`src/rtl/mt_pkg.sv`:
```
// mt_pkg: constants and the checker state type shared by the memory-tester
// blocks (sequence checker, game controller, display path).
package mt_pkg;

    localparam int MAX_DIGITS = 7;
    localparam int DIGIT_W    = 4;
    localparam int STORE_W    = MAX_DIGITS * DIGIT_W;
    localparam int IDX_W      = 3;
    localparam int LEVEL_W    = 4;

    typedef enum logic [1:0] {
        IDLE  = 2'd0,
        ENTRY = 2'd1,
        WIN   = 2'd2,
        LOSE  = 2'd3
    } chk_state_t;

    // Level 0 still plays one digit; anything past the store depth plays all of it.
    function automatic logic [IDX_W-1:0] clamp_len(input logic [LEVEL_W-1:0] level);
        if (level == '0)
            return IDX_W'(1);
        else if (level > LEVEL_W'(MAX_DIGITS))
            return IDX_W'(MAX_DIGITS);
        else
            return level[IDX_W-1:0];
    endfunction

endpackage

```
`src/rtl/digit_sel.sv`:
```
// digit_sel: picks digit k of an L-digit sequence out of the packed store.
// The last-generated digit sits at the LSBs, so digit k lives (L-1-k) nibbles up.
module digit_sel
    import mt_pkg::*;
(
    input  logic [STORE_W-1:0] snapshot,
    input  logic [IDX_W-1:0]   len,
    input  logic [IDX_W-1:0]   idx,
    output logic [DIGIT_W-1:0] digit
);

    logic [IDX_W-1:0] pos;

    // Shift the wanted nibble down to bit 0 and keep only that nibble.
    always_comb begin
        pos   = len - idx - IDX_W'(1);
        digit = DIGIT_W'(snapshot >> (pos * DIGIT_W));
    end

endmodule

```
`config.mk`:
```
export PLATFORM = sky130hd
export DESIGN_NAME = digit_sel
export DESIGN_NICKNAME = d
export VERILOG_FILES = /design/src/rtl/mt_pkg.sv /design/src/rtl/digit_sel.sv
export SDC_FILE = /design/constraint.sdc
export NUM_CORES = 1
export LEC_CHECK = 0
export ABC_AREA = 1
export BUFFER_PORTS_ARGS = -buffer_cell sky130_fd_sc_hd__buf_2
export CAP_MARGIN = 20
export CORE_AREA = 2 2 39 41
export DETAILED_ROUTE_END_ITERATION = 7
export DIE_AREA = 0 0 41 43
export GPL_TIMING_DRIVEN = 1
export MAX_ROUTING_LAYER = met4
export PLACE_DENSITY_LB_ADDON = 0.05
export SYNTH_ARGS = -nofsm -noshare
export SYNTH_HDL_FRONTEND = slang
export SYNTH_SLANG_ARGS = --single-unit
```
`constraint.sdc`:
```
create_clock -name vclk -period 4.85
set_input_delay 0.97 -clock vclk [all_inputs]
set_output_delay 0.97 -clock vclk [all_outputs]
set_load 0.02 [all_outputs]
```
==> out/metrics.csv, run 1 <==
stage,metric,value,unit
run_status,status,"finished, final reports clean",
clock_network,post_cts_resize_count,0,
floorplan,initial_core_utilization,33.3,%
critical_path,critPathCaptureType,output pin,
placed_design,dp.cells,157,
floorplan,floorplan.rows,14,
route,vias,681,
route,viasPerCell,4.34,
route,drtIter0Drc,7,
synthesis,synth_fp_nets,142,
sta,whs,2.39,ns
power,static-leakage-power,0.508,nW
critical_path,worst-setup-path-type,in2out,
synthesis,avg_inst_size_synth,4.34,sq um
synthesis,synthDistinctLibCells,9,
placed_design,dp.final_hpwl,1.02,mm
global_routing,grt_antenna_before_repair,0,
placed_design,number_of_port_buffers,38,
route,final_antenna_net_count,0,
min_path,hp-class,in2out,
finish,drive_above_1_share,27.7,%
synthesis,synth_area,460,sq um
finish,mostFrequentLayoutCell,sky130_fd_sc_hd__nand2_1,
critical_path,kind_of_launch_point_of_the_worst_setup_path,primary input,
finish,numSequentialCells,0,
synthesis,yosys-top-cells-area,"sky130_fd_sc_hd__nand2_1 (41%), sky130_fd_sc_hd__inv_1 (24%), sky130_fd_sc_hd__nand3_1 (22%)",
sta,max_slew_headroom_at_the_worst_pin,74.0,%
critical_path,crit_buf_inv,3,
placed_design,gp_congestion,0.728,
job,max-cap-violations,0,
placed_design,postPlaceCellArea,647,sq um
sta,fin_crit,3.53,ns
sta,setup_viol,0,
power,worst_ir_drop_on_vdd,0.0000532,V
finish,mostFrequentLayoutCells,"sky130_fd_sc_hd__nand2_1 (50), sky130_fd_sc_hd__buf_2 (38), sky130_fd_sc_hd__inv_1 (30), sky130_fd_sc_hd__nand3_1 (20)",
finish,layout.cell_area.non_filler,647,sq um
global_routing,first_global_vias,592,
sta,slew_worst_pin,0.389,ns
clock_network,postCtsSetupBuffers,0,
clock_network,cts.hold.buffers_added,0,
critical_path,worst_ep_required_time,3.88,ns
critical_path,timing.critical_path.slowest_stage_cell,sky130_fd_sc_hd__fa_1,
global_routing,grt_pass1_wl,2.02,mm
critical_path,worst_ep_arrival_time,2.56,ns
sta,final_hold_viol_count,0,
critical_path,worst_path_most_repeated_cell,sky130_fd_sc_hd__nand2_1,
synthesis,syn_inst,106,
critical_path,critPathTopFamily,adder cells,
sta,grt_setup_unrepaired,false,
finish,nFillCells,181,
synthesis,synth_largest_type_area_fraction,40.8,%
critical_path,cell_breakdown_of_the_critical_path,buf_2 > ha_1 > fa_1 > inv_1 > nand3_1 > nand2_1 > nand2_1 > nand2_1 > buf_2,
synthesis,synth-seq-area-share,0,%
floorplan,die_area,1760,sq um
route,detail_route.wirelength,1.18,mm
finish,nClkBuffers,0,
finish,final_cells,157,
finish,final-seq-area,0,sq um
power,cellPowerDensity,133,nW/um^2
floorplan,core,1380,sq um
global_routing,grt_start_max_net_pins,17,
sta,fin_setup_tns,0,ns
sta,worst_slack,1.32,ns
route,detail_route.wl_per_cell,7.50,um
route,detail_route.drc_violations,0,
synthesis,post-synth-top-area-cell,sky130_fd_sc_hd__nand2_1,
critical_path,path_max_fanout,9,
global_routing,global_route.overflow_total,0,
floorplan,io_pins,38,
sta,max_slew_violation_count,0,
sta,timing.fmax,0.284,GHz
placed_design,pre_cts_ws,1.30,ns
route,drt_pass1_iterations,4,
finish,nNetsFinal,179,
floorplan,die_w,41,um
finish,syn2layout_area_growth,40.5,%
sta,fin_crit_sh,72.7,%
floorplan,die_y,43,um
global_routing,track_usage,15.3,%
finish,antennaDiodeCount,0,
synthesis,yosys_warnings,0,
critical_path,largest_stage_delay_worst_path,0.66,ns
-- logic make-up after synthesis --
kind of cell	synth area share, %
buf+inv	30.4
fa+ha+maj	7.06
simple gates	62.5
-- report_power, final --
| group | internal (mW) | switching, mW | total (mW) |
|---|---|---|---|
| registers | 0 | 0 | 0 |
| logic | 0.0349 | 0.0509 | 0.0857 |
| clock network | 0 | 0 | 0 |
| total | 0.0349 | 0.0509 | 0.0857 |
-- through the flow --
stage	power, mW	utilization, %
after floorplan	0.0610	-
after global placement	0.0875	46.7
after detailed placement	0.0876	46.7
after CTS	0.0880	46.7
after global routing	0.0995	46.7
final	0.0857	46.7
-- final cells by class --
type                       count  area, sq um  area share [%]
multi-input combinational     72          320            49.5
timing repair buffer          38          190            29.4
inverter                      31          116            18.0
tap                           16         20.0            3.09
-- Yosys cell counts --
master	number
sky130_fd_sc_hd__nand2_1	50
sky130_fd_sc_hd__inv_1	30
sky130_fd_sc_hd__nand3_1	20
sky130_fd_sc_hd__buf_2	1
sky130_fd_sc_hd__buf_4	1
sky130_fd_sc_hd__buf_6	1
sky130_fd_sc_hd__fa_1	1
sky130_fd_sc_hd__ha_1	1
sky130_fd_sc_hd__inv_2	1
-- layer usage --
| layer | up-vias | wire (um) | track usage, % |
|---|---|---|---|
| li1 | 377 | - | - |
| met5 | - | 0 | - |
| met2 | 18 | 616 | 30.3 |
| met3 | 0 | 74 | 0 |
| met4 | 0 | 0 | 0 |
| met1 | 286 | 487 | 16.5 |
-- worst paths after layout --
check	startpoint	endpoint	slack [ns]	cells past startpoint
worst max-delay path	len[0]	digit[3]	1.32	9
worst min-delay path	snapshot[25]	digit[1]	2.39	6
Note: power is estimated with default switching activity, not from simulation.
==> run 2, diff against run 1 <==
==> constraint.sdc (replaced) <==
create_clock -name vclk -period 3.5
set_input_delay 0.7 -clock vclk [all_inputs]
set_output_delay 0.7 -clock vclk [all_outputs]
set_load 0.02 [all_outputs]
==> out/metrics.csv, run 2 (synthesis gave the netlist of run 1 again) <==
stage,metric,value,unit,change
power,total_power,120,uW,+40%
route,drtIter0Drc,9,,+2
global_routing,global_route.overflow_total,0,,unchanged
clock_network,post_cts_resize_count,0,,unchanged
clock_network,postCtsSetupBuffers,0,,unchanged
floorplan,core,1380,sq um,unchanged
sta,setup_viol,0,,unchanged
floorplan,initial_core_utilization,33.3,%,unchanged
critical_path,worst_path_most_repeated_cell,sky130_fd_sc_hd__nand2_1,,
route,detail_route.wirelength,1.17,mm,-0.93%
critical_path,worstSetupEndpoint,digit[0],,
finish,drive_above_1_share,27.7,%,unchanged
floorplan,die_y,43,um,unchanged
floorplan,die_area,1760,sq um,unchanged
route,detail_route.wl_per_cell,7.43,um,-0.93%
floorplan,die_w,41,um,unchanged
power,static-leakage-power,0.508,nW,unchanged
critical_path,worst_ep_arrival_time,2.33,ns,-0.23 ns
critical_path,path_max_fanout,9,,unchanged
route,final_antenna_net_count,0,,unchanged
job,max-cap-violations,0,,unchanged
global_routing,grt_antenna_before_repair,0,,unchanged
route,drt_pass1_iterations,4,,unchanged
sta,worst_slack,0.474,ns,-0.851 ns
critical_path,worstSetupStartpoint,len[0],,
critical_path,critPathCaptureType,output pin,,
finish,mostFrequentLayoutCells,"sky130_fd_sc_hd__nand2_1 (50), sky130_fd_sc_hd__buf_2 (38), sky130_fd_sc_hd__inv_1 (30), sky130_fd_sc_hd__nand3_1 (20)",,
placed_design,gp_congestion,0.731,,+0.34%
sta,fin_crit_sh,86.5,%,
global_routing,first_global_vias,523,,-12%
finish,nClkBuffers,0,,unchanged
global_routing,track_usage,15.0,%,-0.29 points
critical_path,cell_breakdown_of_the_critical_path,buf_2 > ha_1 > fa_1 > inv_1 > nand3_1 > nand2_1 > nand2_1 > nand2_1 > buf_2,,
global_routing,grt_pass1_wl,1.95,mm,-3.8%
sta,slew_worst_pin,0.399,ns,+0.00920 ns
critical_path,crit_buf_inv,3,,unchanged
power,cellPowerDensity,185,nW/um^2,+40%
sta,fin_crit,3.03,ns,
critical_path,kind_of_launch_point_of_the_worst_setup_path,primary input,,
route,viasPerCell,4.32,,-0.29%
finish,nNetsFinal,179,,unchanged
critical_path,worst_ep_required_time,2.80,ns,-1.08 ns
critical_path,worst-setup-path-type,in2out,,
finish,final-seq-area,0,sq um,unchanged
sta,grt_setup_unrepaired,false,,
finish,numSequentialCells,0,,unchanged
power,worst_ir_drop_on_vdd,0.0000930,V,+75%
floorplan,io_pins,38,,unchanged
finish,antennaDiodeCount,0,,unchanged
placed_design,dp.final_hpwl,985,um,-3.4%
finish,syn2layout_area_growth,40.5,%,unchanged
min_path,hp-class,in2out,,
sta,max_slew_headroom_at_the_worst_pin,73.4,%,-0.61 points
global_routing,grt_start_max_net_pins,17,,unchanged
critical_path,critPathTopFamily,adder cells,,
finish,mostFrequentLayoutCell,sky130_fd_sc_hd__nand2_1,,
sta,timing.fmax,0.330,GHz,
floorplan,floorplan.rows,14,,unchanged
critical_path,timing.critical_path.depth,9,,unchanged
clock_network,cts.hold.buffers_added,0,,unchanged
sta,fin_setup_tns,0,ns,unchanged
run_status,status,"finished, final reports clean",,
sta,final_hold_viol_count,0,,unchanged
sta,max_slew_violation_count,0,,unchanged
critical_path,timing.critical_path.slowest_stage_cell,sky130_fd_sc_hd__fa_1,,
placed_design,number_of_port_buffers,38,,unchanged
critical_path,largest_stage_delay_worst_path,0.68,ns,+0.02 ns
route,vias,679,,-0.29%
route,detail_route.drc_violations,0,,unchanged
placed_design,pre_cts_ws,0.469,ns,-0.828 ns
finish,nFillCells,175,,-3.3%
-- run 2: cell counts in the layout (fill, tap and decap cells not counted) --
No cell type changed its count.
-- run 2: power breakdown --
part / total (mW) / internal (mW) / switching [mW]
logic: 0.120 / 0.0484 / 0.0715
registers: 0 / 0 / 0
clock network: 0 / 0 / 0
total: 0.120 / 0.0484 / 0.0715
-- run 2: worst min-delay path by stage --
stage                  from       end  slack (ns)  cells after the start
3_3_place_gp   snapshot[25]  digit[1]        1.86                      6
2_1_floorplan  snapshot[24]  digit[0]        1.68                      4
4_1_cts        snapshot[27]  digit[3]        1.86                      6
3_5_place_dp   snapshot[25]  digit[1]        1.86                      6
5_1_grt        snapshot[25]  digit[1]        1.89                      6
6_report       snapshot[24]  digit[0]        1.86                      6
-- run 2: worst min-delay path: stages --
cell,delay (ns)
sky130_fd_sc_hd__buf_2,0.07
sky130_fd_sc_hd__nand3_1,0.06
sky130_fd_sc_hd__nand2_1,0.06
sky130_fd_sc_hd__nand2_1,0.05
sky130_fd_sc_hd__nand2_1,0.06
sky130_fd_sc_hd__buf_2,0.15
-- run 2: area by class of cell --
class | instances | area (sq um) | share of cell area (%)
Timing Repair Buffer | 38 | 190 | 29.4
Inverter | 31 | 116 | 18.0
Tap cell | 16 | 20.0 | 3.09
Multi-Input combinational cell | 72 | 320 | 49.5
-- run 2: stage by stage --
stage	utilization, %	cell area, sq um	cells	hold WS (ns)
floorplan	-	460	106	1.68
global placement	46.7	647	157	1.86
detailed placement	46.7	647	157	1.86
CTS	46.7	647	157	1.86
finish	46.7	647	157	1.86
global route	46.7	647	157	1.89
-- run 2: layer usage --
metal / vias up / global-route usage (%) / share of wire, %
li1: 376 / - / -
met1: 281 / 20.1 / 43
met2: 22 / 25.9 / 50
met3: 0 / 0 / 6.7
met4: 0 / 0 / 0
met5: - / - / 0
